$ cat src/rtl/matc_pkg.sv
// -----------------------------------------------------------------------------
// matc_pkg
// Shared definitions for the matrix-C block writer:
//   - state_t       : writer FSM state encoding
//   - row_size_c    : number of block rows in matrix C
//   - col_size_c    : number of block columns in matrix C
//   - max_flag_c    : number of blocks in matrix C
//   - blk_row_addr  : BRAM word address of one row of one block
// -----------------------------------------------------------------------------
package matc_pkg;

    typedef enum logic [1:0] {
        IDLE,
        RUN,
        WRITE,
        DONE
    } state_t;

    function automatic int unsigned row_size_c(input int unsigned i_outer,
                                               input int unsigned bs);
        return i_outer / bs;
    endfunction

    function automatic int unsigned col_size_c(input int unsigned w_outer,
                                               input int unsigned bs);
        return w_outer / bs;
    endfunction

    function automatic int unsigned max_flag_c(input int unsigned i_outer,
                                               input int unsigned w_outer,
                                               input int unsigned bs);
        return row_size_c(i_outer, bs) * col_size_c(w_outer, bs);
    endfunction

    // Row-major word address: each word holds one block row (bs elements),
    // so a matrix row spans cols words.
    function automatic int unsigned blk_row_addr(input int unsigned br,
                                                 input int unsigned bc,
                                                 input int unsigned r,
                                                 input int unsigned bs,
                                                 input int unsigned cols);
        return (br * bs + r) * cols + bc;
    endfunction

endpackage

$ cat src/rtl/matc_addr_gen.sv
// -----------------------------------------------------------------------------
// matc_addr_gen
// Block/row counters and BRAM address generation for matc_block_writer.
// Ports:
//   clk, rst_n  : clock, asynchronous active-low reset
//   clear       : zero all counters (new matrix armed)
//   row_start   : a block is accepted; next row emitted is row 0
//   row_step    : a non-final row was emitted; advance row counter
//   blk_step    : final row of a block emitted; advance bc/br/blk_cnt
//   row_idx     : index of the next row to be emitted
//   addr        : BRAM address of that row
//   row_last    : current row is the last row of the block
//   blk_last    : current block is the last block of the matrix
// -----------------------------------------------------------------------------
module matc_addr_gen
    import matc_pkg::*;
#(
    parameter int unsigned BLOCK_SIZE        = 2,
    parameter int unsigned I_OUTER_DIMENSION = 6,
    parameter int unsigned W_OUTER_DIMENSION = 6,
    parameter int unsigned ADDR_WIDTH        = 12
) (
    input  logic                               clk,
    input  logic                               rst_n,
    input  logic                               clear,
    input  logic                               row_start,
    input  logic                               row_step,
    input  logic                               blk_step,
    output logic [$clog2(BLOCK_SIZE+1)-1:0]    row_idx,
    output logic [ADDR_WIDTH-1:0]              addr,
    output logic                               row_last,
    output logic                               blk_last
);

    localparam int unsigned ROW_SIZE_MAT_C = row_size_c(I_OUTER_DIMENSION, BLOCK_SIZE);
    localparam int unsigned COL_SIZE_MAT_C = col_size_c(W_OUTER_DIMENSION, BLOCK_SIZE);
    localparam int unsigned MAX_FLAG       = max_flag_c(I_OUTER_DIMENSION, W_OUTER_DIMENSION, BLOCK_SIZE);

    localparam int unsigned RW  = $clog2(BLOCK_SIZE + 1);
    localparam int unsigned CW  = $clog2(COL_SIZE_MAT_C + 1);
    localparam int unsigned BRW = $clog2(ROW_SIZE_MAT_C + 1);
    localparam int unsigned BKW = $clog2(MAX_FLAG + 1);

    logic [RW-1:0]  row_q;
    logic [CW-1:0]  bc_q;
    logic [BRW-1:0] br_q;
    logic [BKW-1:0] blk_cnt;

    // The address is needed one cycle ahead of the registered output, so it is
    // computed for the row about to be emitted rather than the current one.
    assign row_idx  = row_start ? '0 : row_q + RW'(1);
    assign row_last = (row_q == RW'(BLOCK_SIZE - 1));
    assign blk_last = (blk_cnt == BKW'(MAX_FLAG - 1));
    assign addr     = ADDR_WIDTH'(blk_row_addr(32'(br_q), 32'(bc_q), 32'(row_idx),
                                               BLOCK_SIZE, COL_SIZE_MAT_C));

    always_ff @(posedge clk or negedge rst_n) begin
        if (!rst_n) begin
            row_q   <= '0;
            bc_q    <= '0;
            br_q    <= '0;
            blk_cnt <= '0;
        end else if (clear) begin
            row_q   <= '0;
            bc_q    <= '0;
            br_q    <= '0;
            blk_cnt <= '0;
        end else begin
            if (row_start)
                row_q <= '0;
            else if (row_step)
                row_q <= row_q + RW'(1);

            if (blk_step) begin
                blk_cnt <= blk_cnt + BKW'(1);
                if (bc_q == CW'(COL_SIZE_MAT_C - 1)) begin
                    bc_q <= '0;
                    br_q <= (br_q == BRW'(ROW_SIZE_MAT_C - 1)) ? '0 : br_q + BRW'(1);
                end else begin
                    bc_q <= bc_q + CW'(1);
                end
            end
        end
    end

endmodule

$ cat src/rtl/matc_block_writer.sv
// -----------------------------------------------------------------------------
// matc_block_writer
// Writes BLOCK_SIZE x BLOCK_SIZE result blocks of matrix C into the output
// BRAM (port A), one block row per cycle, row-major. Blocks arrive column-block
// first, then row-block.
// Ports:
//   clk, rst_n : clock, asynchronous active-low reset
//   start      : pulse that arms a new matrix write (IDLE or DONE only)
//   in_valid   : result block present
//   in_ready   : writer can accept a block
//   in_data    : block, element (r,c) at [WIDTH*(r*BLOCK_SIZE+c) +: WIDTH]
//   out_en     : BRAM port enable
//   out_we     : BRAM write enable
//   out_addr   : BRAM word address
//   out_din    : one block row
//   busy       : matrix write in progress
//   done       : all blocks written; held until next start
//   checksum   : running XOR of written rows (only with
//                MATC_BLOCK_WRITER_CHECKSUM_EN defined)
// -----------------------------------------------------------------------------
module matc_block_writer
    import matc_pkg::*;
#(
    parameter int unsigned WIDTH             = 16,
    parameter int unsigned BLOCK_SIZE        = 2,
    parameter int unsigned I_OUTER_DIMENSION = 6,
    parameter int unsigned W_OUTER_DIMENSION = 6,
    parameter int unsigned ADDR_WIDTH        = 12
) (
    input  logic                                     clk,
    input  logic                                     rst_n,
    input  logic                                     start,
    input  logic                                     in_valid,
    output logic                                     in_ready,
    input  logic [WIDTH*BLOCK_SIZE*BLOCK_SIZE-1:0]   in_data,
    output logic                                     out_en,
    output logic                                     out_we,
    output logic [ADDR_WIDTH-1:0]                    out_addr,
    output logic [WIDTH*BLOCK_SIZE-1:0]              out_din,
    output logic                                     busy,
    output logic                                     done
`ifdef MATC_BLOCK_WRITER_CHECKSUM_EN
    ,
    output logic [WIDTH*BLOCK_SIZE-1:0]              checksum
`endif
);

    localparam int unsigned ROW_BITS = WIDTH * BLOCK_SIZE;
    localparam int unsigned BLK_BITS = ROW_BITS * BLOCK_SIZE;
    localparam int unsigned RW       = $clog2(BLOCK_SIZE + 1);

    state_t              state;
    logic [BLK_BITS-1:0] blk_q;
    logic [BLK_BITS-1:0] row_src;
    logic [ROW_BITS-1:0] row_nxt;
    logic [RW-1:0]       row_idx;
    logic [ADDR_WIDTH-1:0] addr_nxt;
    logic                accept;
    logic                arm;
    logic                row_last;
    logic                blk_last;
    logic                row_step;
    logic                blk_step;

    assign accept   = (state == RUN) && in_valid && in_ready;
    assign arm      = start && ((state == IDLE) || (state == DONE));
    assign row_step = (state == WRITE) && !row_last;
    assign blk_step = (state == WRITE) && row_last;

    // Row 0 is emitted straight from in_data on the accept edge, so the block
    // register is bypassed for that row.
    assign row_src = accept ? in_data : blk_q;

    always_comb begin
        row_nxt = '0;
        for (int unsigned r = 0; r < BLOCK_SIZE; r++) begin
            if (row_idx == RW'(r))
                row_nxt = row_src[r*ROW_BITS +: ROW_BITS];
        end
    end

    matc_addr_gen #(
        .BLOCK_SIZE        (BLOCK_SIZE),
        .I_OUTER_DIMENSION (I_OUTER_DIMENSION),
        .W_OUTER_DIMENSION (W_OUTER_DIMENSION),
        .ADDR_WIDTH        (ADDR_WIDTH)
    ) u_addr_gen (
        .clk       (clk),
        .rst_n     (rst_n),
        .clear     (arm),
        .row_start (accept),
        .row_step  (row_step),
        .blk_step  (blk_step),
        .row_idx   (row_idx),
        .addr      (addr_nxt),
        .row_last  (row_last),
        .blk_last  (blk_last)
    );

    always_ff @(posedge clk or negedge rst_n) begin
        if (!rst_n) begin
            state    <= IDLE;
            blk_q    <= '0;
            in_ready <= 1'b0;
            out_en   <= 1'b0;
            out_we   <= 1'b0;
            out_addr <= '0;
            out_din  <= '0;
            busy     <= 1'b0;
            done     <= 1'b0;
        end else begin
            case (state)
                IDLE: begin
                    if (arm) begin
                        state    <= RUN;
                        in_ready <= 1'b1;
                        busy     <= 1'b1;
                    end
                end
                RUN: begin
                    if (accept) begin
                        state    <= WRITE;
                        blk_q    <= in_data;
                        in_ready <= 1'b0;
                        out_en   <= 1'b1;
                        out_we   <= 1'b1;
                        out_addr <= addr_nxt;
                        out_din  <= row_nxt;
                    end
                end
                WRITE: begin
                    if (row_last) begin
                        out_en <= 1'b0;
                        out_we <= 1'b0;
                        if (blk_last) begin
                            state <= DONE;
                            busy  <= 1'b0;
                            done  <= 1'b1;
                        end else begin
                            state    <= RUN;
                            in_ready <= 1'b1;
                        end
                    end else begin
                        out_addr <= addr_nxt;
                        out_din  <= row_nxt;
                    end
                end
                DONE: begin
                    if (arm) begin
                        state    <= RUN;
                        done     <= 1'b0;
                        busy     <= 1'b1;
                        in_ready <= 1'b1;
                    end
                end
                default: state <= IDLE;
            endcase
        end
    end

`ifdef MATC_BLOCK_WRITER_CHECKSUM_EN
    // Folds in each row on the same edge that loads it into out_din.
    always_ff @(posedge clk or negedge rst_n) begin
        if (!rst_n)
            checksum <= '0;
        else if (arm)
            checksum <= '0;
        else if (accept || row_step)
            checksum <= checksum ^ row_nxt;
    end
`endif

endmodule
$ cat config.mk
export PLATFORM = sky130hd
export DESIGN_NAME = matc_block_writer
export DESIGN_NICKNAME = d
export VERILOG_FILES = /design/src/rtl/matc_pkg.sv /design/src/rtl/matc_addr_gen.sv /design/src/rtl/matc_block_writer.sv
export SDC_FILE = /design/constraint.sdc
export NUM_CORES = 1
export LEC_CHECK = 0
export ABC_AREA = 1
export BUFFER_PORTS_ARGS = -buffer_cell sky130_fd_sc_hd__buf_2
export CAP_MARGIN = 20
export CORE_ASPECT_RATIO = 0.75
export CORE_MARGIN = 3
export CORE_UTILIZATION = 52
export DETAILED_ROUTE_END_ITERATION = 10
export PLACE_DENSITY_LB_ADDON = 0.2
export SLEW_MARGIN = 0
export SYNTH_ARGS = -nofsm -noshare
export SYNTH_HDL_FRONTEND = slang
export SYNTH_HIERARCHICAL = 1
export SYNTH_SLANG_ARGS = --single-unit
$ cat constraint.sdc
create_clock -name clk -period 5.6 [get_ports clk]
set_input_delay 0 -clock clk [delete_from_list [all_inputs] [get_ports clk]]
set_output_delay 0 -clock clk [all_outputs]
set_load 0.1 [all_outputs]
# Word level (Yosys, flattened, before mapping)
# Index checks and enable logic that the tools add are counted.
# op_classes
addsub,6
mul,1
eq_ne,15
muxes,42
n_reduce_logical,23
# ops
operator,count
2-to-1 mux 32 bit,4
2-to-1 mux 64 bit,1
case mux 32 bit (2 select lines),1
multiplier 32 x 2 -> 12 bit (second input constant),1
2-to-1 mux 2 bit,15
2-to-1 mux 12 bit,2
case mux 12 bit (2 select lines),1
adder 12 x 2 -> 12 bit,1
AND reduction 4 bit,3
2-to-1 mux 1 bit,11
inequality test 2 bit (second input constant),5
nonzero test 2 bit,5
AND reduction 3 bit,3
equality test 2 bit (second input constant),4
2-to-1 mux 4 bit,2
adder 2 x 1 -> 2 bit (second input constant),3
equality test 2 x 1 -> 1 bit (second input constant),3
case mux 1 bit (2 select lines),3
case mux 2 bit (3 select lines),1
logical AND 1 bit,5
adder 3 x 2 -> 4 bit,1
adder 4 x 1 -> 4 bit (second input constant),1
equality test 4 bit (second input constant),1
logical NOT 2 bit,2
7 further kinds,8
# word_totals
regBits,124
output_inout_bits,49
word_cells,99

# Logic depth before layout (Yosys ltp)
# Gate-level depths: netlist of run 1.
# logic_depth
ltp_word,9
depth_mapped,20

# Hierarchy
# The synthesis of run 1 kept the hierarchy.
# by_module_without_submodules
mod,instances,cells_per_inst,area_per_inst_um2,seq_area_each_um2
matc_block_writer,1,754,5745.5,2852.7
matc_addr_gen,1,102,818.3,250.2

# Worst setup path before layout of run 1
# Ideal clock, no wire load.
# synth_path
path_kind,register to register
from,register in_ready
to,register out_addr[3]
setup_ns,0.120
arrival_time_ns,3.514
setup_slack_ns,1.966
path_stages_with_launch,17
n_path_buf,2
synth_period_minus_slack_ns,3.634
cell_sequence,dfrtp_1 -> nand3_1 -> buf_2 -> buf_2 -> inv_1 -> inv_1 -> nand2_1 -> inv_1 -> ha_1 -> inv_1 -> fa_1 -> inv_1 -> ha_1 -> fa_1 -> xor2_1 -> nand2_1 -> nand2_1
# synth_via
elab_chain_len,7
# synth_rtl
element,line_no,text
from (decl),matc_block_writer.sv:34,"output logic in_ready,"
from (signal assigned),matc_block_writer.sv:104,in_ready <= 1'b0;
from (signal assigned),matc_block_writer.sv:116,in_ready <= 1'b1;
from (signal assigned),matc_block_writer.sv:124,in_ready <= 1'b0;
logical AND 1 bit *,matc_block_writer.sv:65,assign accept = (state == RUN) && in_valid && in_ready;
named net accept,matc_block_writer.sv:58,logic accept;
2-to-1 mux 2 bit *,matc_addr_gen.sv:51,assign row_idx = row_start ? '0 : row_q + RW'(1);
named net row_idx[1],matc_block_writer.sv:56,logic [RW-1:0] row_idx;
adder 3 x 2 -> 4 bit *,matc_pkg.sv:42,return (br * bs + r) * cols + bc;
multiplier 32 x 2 -> 12 bit *,matc_pkg.sv:42,
adder 12 x 2 -> 12 bit *,matc_pkg.sv:42,
named net addr_nxt[3],matc_block_writer.sv:57,logic [ADDR_WIDTH-1:0] addr_nxt;
2-to-1 mux 12 bit (on tied branches),"matc_block_writer.sv:132, matc_block_writer.sv:121",
case mux 12 bit (2 select lines) *,matc_block_writer.sv:112,case (state)
to (signal assigned),matc_block_writer.sv:127,out_addr <= addr_nxt;
to (signal assigned),matc_block_writer.sv:144,out_addr <= addr_nxt;
to (decl),matc_block_writer.sv:38,"output logic [ADDR_WIDTH-1:0] out_addr,"
# Mark *: on every way through the listed nets, which the timed path passes. The rest lies on a longest branch. The select of a mux whose other input is x is not followed.
# A chain may end at the register's enable or synchronous reset.

# Worst setup path in the final report of run 1
# layout_path
from,register state[1]
to,register out_addr[3]
# layout_via
elab_chain_len,9
# layout_rtl
element,line_no,text
from (decl),matc_block_writer.sv:52,state_t state;
from (signal assigned),matc_block_writer.sv:102,state <= IDLE;
from (signal assigned),matc_block_writer.sv:115,state <= RUN;
from (signal assigned),matc_block_writer.sv:122,state <= WRITE;
equality test 2 x 1 -> 1 bit *,matc_block_writer.sv:65,
logical AND 1 bit * (2 in a row),matc_block_writer.sv:65,
named net accept,matc_block_writer.sv:58,
2-to-1 mux 2 bit *,matc_addr_gen.sv:51,
named net row_idx[1],matc_block_writer.sv:56,
adder 3 x 2 -> 4 bit *,matc_pkg.sv:42,
multiplier 32 x 2 -> 12 bit *,matc_pkg.sv:42,
adder 12 x 2 -> 12 bit *,matc_pkg.sv:42,
named net addr_nxt[3],matc_block_writer.sv:57,
2-to-1 mux 12 bit (on tied branches),"matc_block_writer.sv:132, matc_block_writer.sv:121",
case mux 12 bit (2 select lines) *,matc_block_writer.sv:112,
# Marks and branches as above.

==> results of run 1 <==
[final timing paths]
check	to	slack [ns]
setup reg to reg	out_addr[3]$_DFFE_PN0P_	2.60
setup / recovery	out_addr[3]$_DFFE_PN0P_	2.60
max in group asynchronous	in_ready$_DFFE_PN0P_	4.02
hold / removal	out_addr[5]$_DFFE_PN0P_	0.20
hold reg to reg	out_addr[7]$_DFFE_PN0P_	0.47
min in group clk	blk_q[16]$_DFFE_PN0N_	0.38
[what timing repair did]
| action | 4_1_cts | 5_1_grt |
|---|---|---|
| setup endpoints to repair | 0 | 0 |
| hold endpoints to repair | 124 | 0 |
| hold buffers | 66 | 0 |
| gates resized for setup | 0 | 0 |
[cell type report]
cell class	count	share of cell area, %
flip-flops and latches	124	37.2
multi-input cells	524	31.4
repair buffers	190	15.6
inverters	162	7.28
clock buffers	27	6.02
well taps	162	2.43
clock inverters	2	0.120
[registers in the layout, indices dropped and copies added (netlist names)]
name / cells
busy: 1
out_din: 32
state: 2
out_addr: 12
u_addr_gen/br_q: 2
in_ready: 1
out_we: 1
done: 1
u_addr_gen/bc_q: 2
u_addr_gen/blk_cnt: 4
blk_q: 64
u_addr_gen/row_q: 2
[cells by family (layout without fill, tap and decap cells)]
group,count (synthesis),after routing
AND/OR/NAND/NOR,484,484
buffers and inverters,213,381
flip-flops,124,124
adder cells (fa/ha/maj),17,17
AO/OA/AOI/OAI,16,16
other,1,6
XOR/XNOR,1,1
[critical path: cells and delay by family (launching register included)]
family,cells,cell delay (ns)
fa+ha+maj,5,1.59
flops,1,0.40
xor+xnor,1,0.18
simple gates,4,0.28
buf+inv,6,0.44
[cell usage in the layout (no fill, tap or decap), drive strengths merged, types with 2 or more instances in the layout]
cell type      n
conb           6
nor2          12
a21oi          4
o21ai          8
clkbuf        27
nand4         66
o22ai          2
ha            14
dfrtp        124
and2          64
fa             3
nand3         75
inv          162
nand2        265
clkinv         2
buf          124
dlygate4sd3   66
[synthesized netlist by cell type]
master / n
dfrtp_1: 124
fa_1: 3
o21ai_0: 8
and2_1: 64
clkbuf_1: 16
nor2_1: 11
xor2_1: 1
inv_2: 2
a21oi_1: 4
or2_1: 1
buf_6: 2
nor3_1: 1
inv_1: 160
o22ai_1: 2
a31oi_1: 1
nand4_1: 66
buf_4: 11
a22oi_1: 1
ha_1: 14
buf_1: 7
conb_1: 1
nand2_1: 263
nand2_2: 2
nand3_1: 74
nand3_2: 1
buf_2: 15
nor2_2: 1
[through the flow]
step | setup slack (ns) | hold slack, ns | area [µm²] | util, %
global placement | 2.61 | 0.110 | 7180 | 60.0
detailed placement | 2.56 | 0.117 | 7180 | 60.0
global route | 2.40 | 0.266 | 8350 | 69.8
CTS | 2.60 | 0.230 | 8350 | 69.8
finish | 2.60 | 0.204 | 8350 | 69.8
floorplan | 1.97 | -0.296 | 6580 | -
[per-layer routing]
metal  track usage (%)  part of all wire (%)  up-vias
met1              35.9                    48     2671
met5                 0                     0        -
met2              37.6                    46      164
met4              8.06                   1.3        0
li1                  -                     -     2941
met3              4.50                   5.4       20
==> results.md, run 1 <==
* Buffers inserted by post-CTS timing repair at 0
* Die X at 136 µm
* Total congestion overflow at 0
* Post-synthesis area per instance at between 7 and 8 µm²
* Main combinational cell family by area after synthesis: simple AND/OR/NAND/NOR gates
* Average via count per standard cell at just under 5
* Yosys warning total at 6
* Global placer's final weighted congestion at 0.797
* Routed length per placed instance at about 14 µm
* Via count of the routed design at ~5.8k
* Unrepaired setup endpoints after global routing: false
* Vertical die dimension at 103 µm
* Class of the worst hold path: input port to asynchronous set/reset pin
* Final count of pins violating max slew at 0
* Status: finished, final reports clean
* Area enclosed by the die boundary at 0.0140 mm²
* Tot GR Track Use at 24.6%
* Synth area leader: dfrtp_1
* Adder-cell share of the synthesized area at 3.58%
* Worst setup path startpoint: state[1]$_DFFE_PN0P_
* Share of the synthesized area in compound gates (AO/OA/AOI/OAI) at around 1.3%
* Post-synthesis register bit count at between 100 and 150
* Slew HR at 42.4%
* Post-synthesis xor/xnor area fraction at 0.133%
* Post-DP HPWL at 9200 µm
* Residual DRC at 0
* Number of clock sinks at 124
* Wire length of the first global-routing pass at 27,400 µm
* Least-Margin Pin Slew at 0.862 ns
* Count of endpoints failing setup in the final report at 0
* 1st-pass router iterations at 4
* Inserted Clock Buffers at 17
* Hold Vio Cnt, Final at 0
* Reg clk slew, reported paths at 0.05 ns
* Floorplan Core Area at 0.0120 mm²
* Max Clock Skew at 0.00453 ns
* Largest net degree at the start of global routing at 68
* Routed wire length at 16,300 µm
* Most prevalent standard cell on the critical path: inv_1
* Cells along the critical path: inv_1 > ha_2 > nand3_2 > inv_1 > inv_1 > nand2_1 > inv_1 > ha_1 > inv_1 > fa_1 > inv_1 > ha_1 > fa_1 > xor2_1 > nand2_1 > nand2_1
* Launch instance of the worst register-to-register path: state[1]$_DFFE_PN0P_
* Leading post-synthesis cells by cell area: dfrtp_1, nand2_1, inv_1, nand4_1, and2_1
* Cell area after technology mapping at 0.00656 mm²
* Setup total negative slack at 0 ns
* Time the worst path needs with I/O delays and setup at 3.00 ns
* Arrival time reported for the critical path endpoint at approximately 3.3 ns
* Clock root cell: clkbuf_16
* Number of DRC violations after detailed-routing iteration 0 at ~400
* Clk Latency, worst-skew pair at 0.41 ns
* Count of fill cells added during filler insertion at 982
* Area share of the leading cell type in the synthesized netlist at between 40% and 50%
* Total of buffers placed on input and output ports at 116
* Area taken by multi-input logic gates at 0.00262 mm²
* Count of different cell masters after synthesis at 27
* Register area at 0.00310 mm²
* Antenna Diode Count at 0
* Remaining antenna violation count after routing at 0
* Simple-gate share of the synthesized area at about a third
* Start-to-end type of the worst setup path: register to register
* Count of boundary I/O pins at ~120
* Startpoint kind of the worst setup timing path: register
* Max frequency at 0.333 GHz
* Initial antenna violation count at 0
* Via count of the first global-routing pass at 5,644
* Slowest cell on crit path: fa_1
* Crit path max fanout at 3
* Max capacitance violation total at 0
* P&R area growth vs syn at 27.2%
* Maximum buffer depth of the clock tree at 2
* Sort of element at the end of the critical path: register
* Final #Nets at 1,104
* Synthesized netlist cell count at 856
* Number of placed instances with taps included at 1,096
* Sequential cell area fraction in the yosys report at 47.3%
* CTS tree: done
* H-Tree Depth at 4
* Non-filler instance count after layout at around 1.2k
* Effective utilization at floorplan at 54.9%
* Worst Reg2Reg Path Length in Cells at 16
* CP max stage delay at 0.47 ns
* Layout cell share with drive strength beyond 1 at 15.4%
* Post-route clock period utilization at roughly 54%
* Multiplexer share of the synthesized area at 0%
* Placement row count at 34
* Data required time at the worst endpoint at 5.89 ns
Power of run 1 is left out: the tool's default activity adds up to more than one toggle a clock period on the data nets, which glitch-free logic cannot reach.
==> run 2, diff against run 1 <==
==> constraint.sdc (replaced) <==
create_clock -name clk -period 3 [get_ports clk]
set_input_delay 0 -clock clk [delete_from_list [all_inputs] [get_ports clk]]
set_output_delay 0 -clock clk [all_outputs]
set_load 0.1 [all_outputs]
==> results.md, run 2 (synthesized netlist as in run 1, its figures left out) <==
* Registers with the highest flip-flop counts: blk_q (64), out_din (32), out_addr (12)
* Post-DP HPWL at 9400 µm (+2.1%)
* Class of the worst hold path: input port to asynchronous set/reset pin
* Remaining antenna violation count after routing at 0 (unchanged)
* Slew HR at 48.2% (+5.8 points)
* Count of fill cells added during filler insertion at 940 (-4.3%)
* Most flop-heavy register: blk_q
* Clock root cell: clkbuf_16
* Tot GR Track Use at 25.2% (+0.60 points)
* Post-route clock period utilization at 94.0% (+40 points)
* Reg clk slew, reported paths at 0.05 ns (about the same)
* Via count of the routed design at 5,945 (+2.6%)
* Cells along the critical path: inv_2 > ha_4 > nand3_4 > inv_1 > inv_1 > nand2_1 > inv_1 > ha_4 > inv_2 > fa_1 > inv_1 > ha_2 > fa_2 > xor2_1 > nand2_1 > nand2_1
* Initial antenna violation count at 0 (unchanged)
* Max Clock Skew at 0.00814 ns (+0.00361 ns)
* Time the worst path needs with I/O delays and setup at 2.82 ns (-0.181 ns)
* Number of flip-flops under the largest register name at 64 (unchanged)
* Crit path max fanout at 3 (unchanged)
* Most common cell after layout, fill and taps aside: nand2_1
* Clk Latency, worst-skew pair at 0.42 ns (about the same)
* Final Hold Slack at 0.152 ns (-0.0523 ns)
* Placement row count at 34 (unchanged)
* Floorplan Core Area at 0.0120 mm² (unchanged)
* Slowest cell on crit path: fa_1
* Max capacitance violation total at 0 (unchanged)
* Count of endpoints failing setup in the final report at 0 (unchanged)
* Most prevalent standard cell on the critical path: inv_1
* WL met1 at 7970 µm (+2.5%)
* Global placer's final weighted congestion at 0.814 (+2.2%)
* Number of placed instances with taps included at 1,099 (+0.27%)
* Effective utilization at floorplan at 54.9% (unchanged)
* Buffers inserted by post-CTS timing repair at 0 (unchanged)
* 1st-pass router iterations at 5 (+1)
* Antenna Diode Count at 0 (unchanged)
* Startpoint kind of the worst setup timing path: register
* Routed wire length at 16,900 µm (+3.6%)
* Area enclosed by the die boundary at 0.0140 mm² (unchanged)
* P&R area growth vs syn at 29.7%
* Final count of pins violating max slew at 0 (unchanged)
* Status: finished, final reports clean
* Die X at 136 µm (unchanged)
* Area taken by multi-input logic gates at 0.00265 mm² (+1.3%)
* Arrival time reported for the critical path endpoint at 3.13 ns (-0.16 ns)
* Register area at 0.00311 mm² (about the same)
* H-Tree Depth at 4 (unchanged)
* Max frequency at 0.355 GHz (+6.4%)
* Routed length per placed instance at 14.1 µm (+3.1%)
* CP max stage delay at 0.47 ns (about the same)
* Layout cell share with drive strength beyond 1 at 16.5% (+1.2 points)
* Wire length of the first global-routing pass at 27,900 µm (+1.8%)
* Maximum buffer depth of the clock tree at 2 (unchanged)
* Data required time at the worst endpoint at 3.31 ns (-2.58 ns)
* Number of DRC violations after detailed-routing iteration 0 at 397 (+0.51%)
* Total of buffers placed on input and output ports at 116 (unchanged)
* Count of boundary I/O pins at 117 (unchanged)
* Fin worst setup slack at 0.181 ns (-2.42 ns)
* Bufs and invs on worst path at 6 (unchanged)
* Hold Vio Cnt, Final at 0 (unchanged)
* Largest net degree at the start of global routing at 68 (unchanged)
* Average via count per standard cell at 4.97 (+2.1%)
* Inserted Clock Buffers at 17 (unchanged)
* Setup total negative slack at 0 ns (unchanged)
* Unrepaired setup endpoints after global routing: false
* Highest metal layer with signal wires: met4
* Vertical die dimension at 103 µm (unchanged)
* Via count of the first global-routing pass at 5,678 (+0.60%)
* Met3 routed WL at 1060 µm (+20%)
* Residual DRC at 0 (unchanged)
* Most used cells in the layout excluding fill and tap cells: nand2_1, inv_1, dfrtp_1
* Start-to-end type of the worst setup path: register to register
* Total congestion overflow at 0 (unchanged)
* Total met2 wirelength after detailed routing at 7540 µm (+1.7%)
* Final #Nets at 1,108 (+0.36%)
* Post-placement worst setup slack at 0.147 ns (-2.41 ns)
* Non-filler instance count after layout at 1,197 (+0.50%)
* Number of clock sinks at 124 (unchanged)
* Least-Margin Pin Slew at 0.777 ns (-0.0854 ns)
* Sort of element at the end of the critical path: register
* CTS tree: done
* Delay-heaviest family, CP: adder cells
==> run 2: cell count changes in the layout (fill, tap and decap cells not counted), moves of 2 or more <==
cell / before / now
clkbuf_1: 6 / 3
inv_2: 2 / 4
buf_12: 0 / 2
ha_1: 13 / 11
inv_1: 160 / 158
clkinv_2: 2 / 4
ha_4: 0 / 2
bufinv_16: 0 / 2
==> run 2: per-stage QoR <==
step | util [%] | cell area [µm²]
2_1_floorplan | - | 6630
3_3_place_gp | 60.6 | 7250
3_5_place_dp | 60.6 | 7250
4_1_cts | 71.1 | 8500
5_1_grt | 71.2 | 8510
6_report | 71.2 | 8510
==> run 2: final timing paths <==
| kind | startpoint | to | slack, ns | cells after the start |
|---|---|---|---|---|
| min in group clk | in_data[9] | blk_q[9]$_DFFE_PN0N_ | 0.43 | 5 |
| worst min register to register | out_addr[0]$_DFFE_PN0P_ | out_addr[0]$_DFFE_PN0P_ | 0.47 | 2 |
| worst max-delay path | state[1]$_DFFE_PN0P_ | out_addr[3]$_DFFE_PN0P_ | 0.18 | 16 |
| max in group asynchronous | rst_n | blk_q[47]$_DFFE_PN0N_ | 2.05 | 3 |
| worst max register to register | state[1]$_DFFE_PN0P_ | out_addr[3]$_DFFE_PN0P_ | 0.18 | 16 |
| worst min-delay path | rst_n | done$_DFFE_PN0P_ | 0.15 | 2 |
==> run 2: what timing repair did <==
item,in CTS,in global routing
resized for setup,0,2
hold endpoints to repair,123,0
hold buffers,67,0
setup endpoints to repair,0,3
==> run 2: area by class of cell <==
class | count | area share (%)
clock buffer | 24 | 5.78
clock inverter | 7 | 1.03
inverter | 162 | 7.14
multi-input combinational | 524 | 31.2
sequential | 124 | 36.5
tap | 162 | 2.38
timing repair buffer | 194 | 16.0
==> run 2: per-layer routing <==
metal	vias up	global-route usage (%)
met1	2757	35.7
met4	0	9.22
met2	206	39.0
li1	2959	-
met3	23	5.17
met5	-	0
Power of run 2 is left out for the same reason.
==> run 3, diff against run 2 <==
--- a/config.mk
+++ b/config.mk
@@ -10,7 +10,7 @@
 export CAP_MARGIN = 20
 export CORE_ASPECT_RATIO = 0.75
 export CORE_MARGIN = 3
-export CORE_UTILIZATION = 52
+export CORE_UTILIZATION = 51
 export DETAILED_ROUTE_END_ITERATION = 10
 export PLACE_DENSITY_LB_ADDON = 0.2
 export SLEW_MARGIN = 0
==> constraint.sdc (replaced) <==
create_clock -name clk -period 2.4 [get_ports clk]
set_input_delay 0 -clock clk [delete_from_list [all_inputs] [get_ports clk]]
set_output_delay 0 -clock clk [all_outputs]
set_load 0.1 [all_outputs]
==> results.md, run 3 (synthesized netlist as in run 1, its figures left out) <==
* Placement row count at 35 (+2.9%)
* Most common cell after layout, fill and taps aside: nand2_1
* Number of clock sinks at 124 (unchanged)
* Inserted Clock Buffers at 17 (unchanged)
* Die X at 137 µm (+0.93%)
* Count of endpoints failing setup in the final report at 4 (+4)
* Antenna Diode Count at 0 (unchanged)
* Fin worst setup slack at -0.238 ns (-0.419 ns)
* Largest net degree at the start of global routing at 71 (+4.4%)
* Maximum buffer depth of the clock tree at 2 (unchanged)
* Violations in the final reports: setup timing
* P&R area growth vs syn at 31.6%
* Class of the worst hold path: input port to asynchronous set/reset pin
* Number of flip-flops under the largest register name at 64 (unchanged)
* H-Tree Depth at 4 (unchanged)
* Tot GR Track Use at 24.3% (-0.94 points)
* Least-Margin Pin Slew at 0.737 ns (-0.0396 ns)
* Unrepaired setup endpoints after global routing: true
* Max Clock Skew at 0.00807 ns (-0.0000676 ns)
* Post-route clock period utilization at 110% (+16 points)
* Post-Route Utilization at 69.5% (-1.7 points)
* Routed length per placed instance at 13.6 µm (-3.3%)
* Start-to-end type of the worst setup path: register to register
* Via count of the routed design at 5,930 (-0.25%)
* Vertical die dimension at 104 µm (+0.92%)
* Number of placed instances with taps included at 1,110 (+1.0%)
* Max frequency at 0.379 GHz (+6.9%)
* Final #Nets at 1,121 (+1.2%)
* Most flop-heavy register: blk_q
* CTS tree: done
* Data required time at the worst endpoint at 2.70 ns (-0.61 ns)
* Layout cell share with drive strength beyond 1 at 18.1% (+1.5 points)
* Hold Vio Cnt, Final at 0 (unchanged)
* Arrival time reported for the critical path endpoint at 2.94 ns (-0.19 ns)
* Clock root cell: clkbuf_16
* Non-filler instance count after layout at 1,213 (+1.3%)
* Registers with the highest flip-flop counts: blk_q (64), out_din (32), out_addr (12)
* Via count of the first global-routing pass at 5,719 (+0.72%)
* Final count of pins violating max slew at 0 (unchanged)
* Reg clk slew, reported paths at 0.05 ns (about the same)
* Wire length of the first global-routing pass at 27,500 µm (-1.4%)
* Effective utilization at floorplan at 52.8% (-2.1 points)
* Clk Latency, worst-skew pair at 0.42 ns (about the same)
* Status: complete, but fails checks
* Routed wire length at 16,500 µm (-2.0%)
* Number of DRC violations after detailed-routing iteration 0 at 358 (-9.8%)
* Average via count per standard cell at 4.89 (-1.6%)
* Initial antenna violation count at 0 (unchanged)
* Remaining antenna violation count after routing at 0 (unchanged)
* Sort of element at the end of the critical path: register
* Total congestion overflow at 0 (unchanged)
* Global placer's final weighted congestion at 0.814 (about the same)
* Total of buffers placed on input and output ports at 116 (unchanged)
* Most used cells in the layout excluding fill and tap cells: nand2_1, inv_1, dfrtp_1
* Max capacitance violation total at 0 (unchanged)
* Slew HR at 50.9% (+2.6 points)
* Time the worst path needs with I/O delays and setup at 2.64 ns (-0.181 ns)
* Floorplan Core Area at 0.0124 mm² (+4.0%)
* 1st-pass router iterations at 5 (unchanged)
* Area enclosed by the die boundary at 0.0143 mm² (+1.9%)
* Crit path max fanout at 2 (-1)
* Startpoint kind of the worst setup timing path: register
* Count of boundary I/O pins at 117 (unchanged)
* Residual DRC at 0 (unchanged)
* Post-DP HPWL at 9700 µm (+3.3%)
run 3: changes by cell type in the layout (fill, tap and decap cells not counted), sizes merged:
| cell | change |
|---|---|
| buf | +13 |
| clkbuf | -3 |
| clkinv | +2 |
run 3: per-layer routing:
layer | global-route usage (%) | routed length (µm)
met1 | 33.8 | 7670
met2 | 37.9 | 7680
met3 | 5.66 | 1020
met4 | 7.19 | 134
met5 | 0 | 0
run 3: cell type report:
cell class              instances  area (µm²)
fillers                      1017        3800
flip-flops and latches        124        3110
multi-input cells             524        2670
repair buffers                207        1500
inverters                     162         611
clock buffers                  21         450
well taps                     166         208
clock inverters                 9        97.6
run 3: through the flow:
step / cell area [µm²] / setup TNS [ns] / hold WS, ns / worst slack, ns
after floorplan: 6650 / -1.71 / -0.296 / -0.472
after global placement: 7370 / -0.542 / -0.163 / -0.181
after detailed placement: 7370 / -0.751 / -0.162 / -0.241
after CTS: 8620 / -0.721 / 0.139 / -0.228
after global routing: 8640 / -1.29 / 0.179 / -0.343
final: 8640 / -0.750 / 0.147 / -0.238
run 3: worst paths after layout:
kind	start	to	slack, ns	depth (start not counted)
max in group asynchronous	rst_n	blk_q[32]$_DFFE_PN0N_	1.54	3
min	rst_n	out_addr[10]$_DFFE_PN0P_	0.15	3
max	state[1]$_DFFE_PN0P_	out_addr[3]$_DFFE_PN0P_	-0.24	16
max reg2reg	state[1]$_DFFE_PN0P_	out_addr[3]$_DFFE_PN0P_	-0.24	16
min in group clk	in_valid	state[0]$_DFFE_PN0P_	0.15	6
min reg2reg	out_addr[5]$_DFFE_PN0P_	out_addr[5]$_DFFE_PN0P_	0.47	2
run 3: what timing repair did:
| item | in CTS | in global routing |
|---|---|---|
| hold endpoints to repair | 197 | 0 |
| hold buffers | 67 | 0 |
| cloned | 0 | 0 |
| resized for setup | 1 | 2 |
| pin swaps | 2 | 3 |
| buffers inserted | 4 | 2 |
| setup endpoints to repair | 4 | 4 |
run 3: critical path: stages, from the launching register on:
cell and delay, ns:
dfrtp_1 0.39, inv_2 0.08, ha_4 0.14, nand3_4 0.07, inv_2 0.06, inv_2 0.04, nand2_2 0.07, inv_2 0.05
ha_4 0.27, inv_4 0.04, fa_1 0.49, inv_2 0.05, ha_4 0.15, fa_2 0.37, xor2_1 0.15, nand2_1 0.06
nand2_1 0.05
Power of run 3 is left out for the same reason.
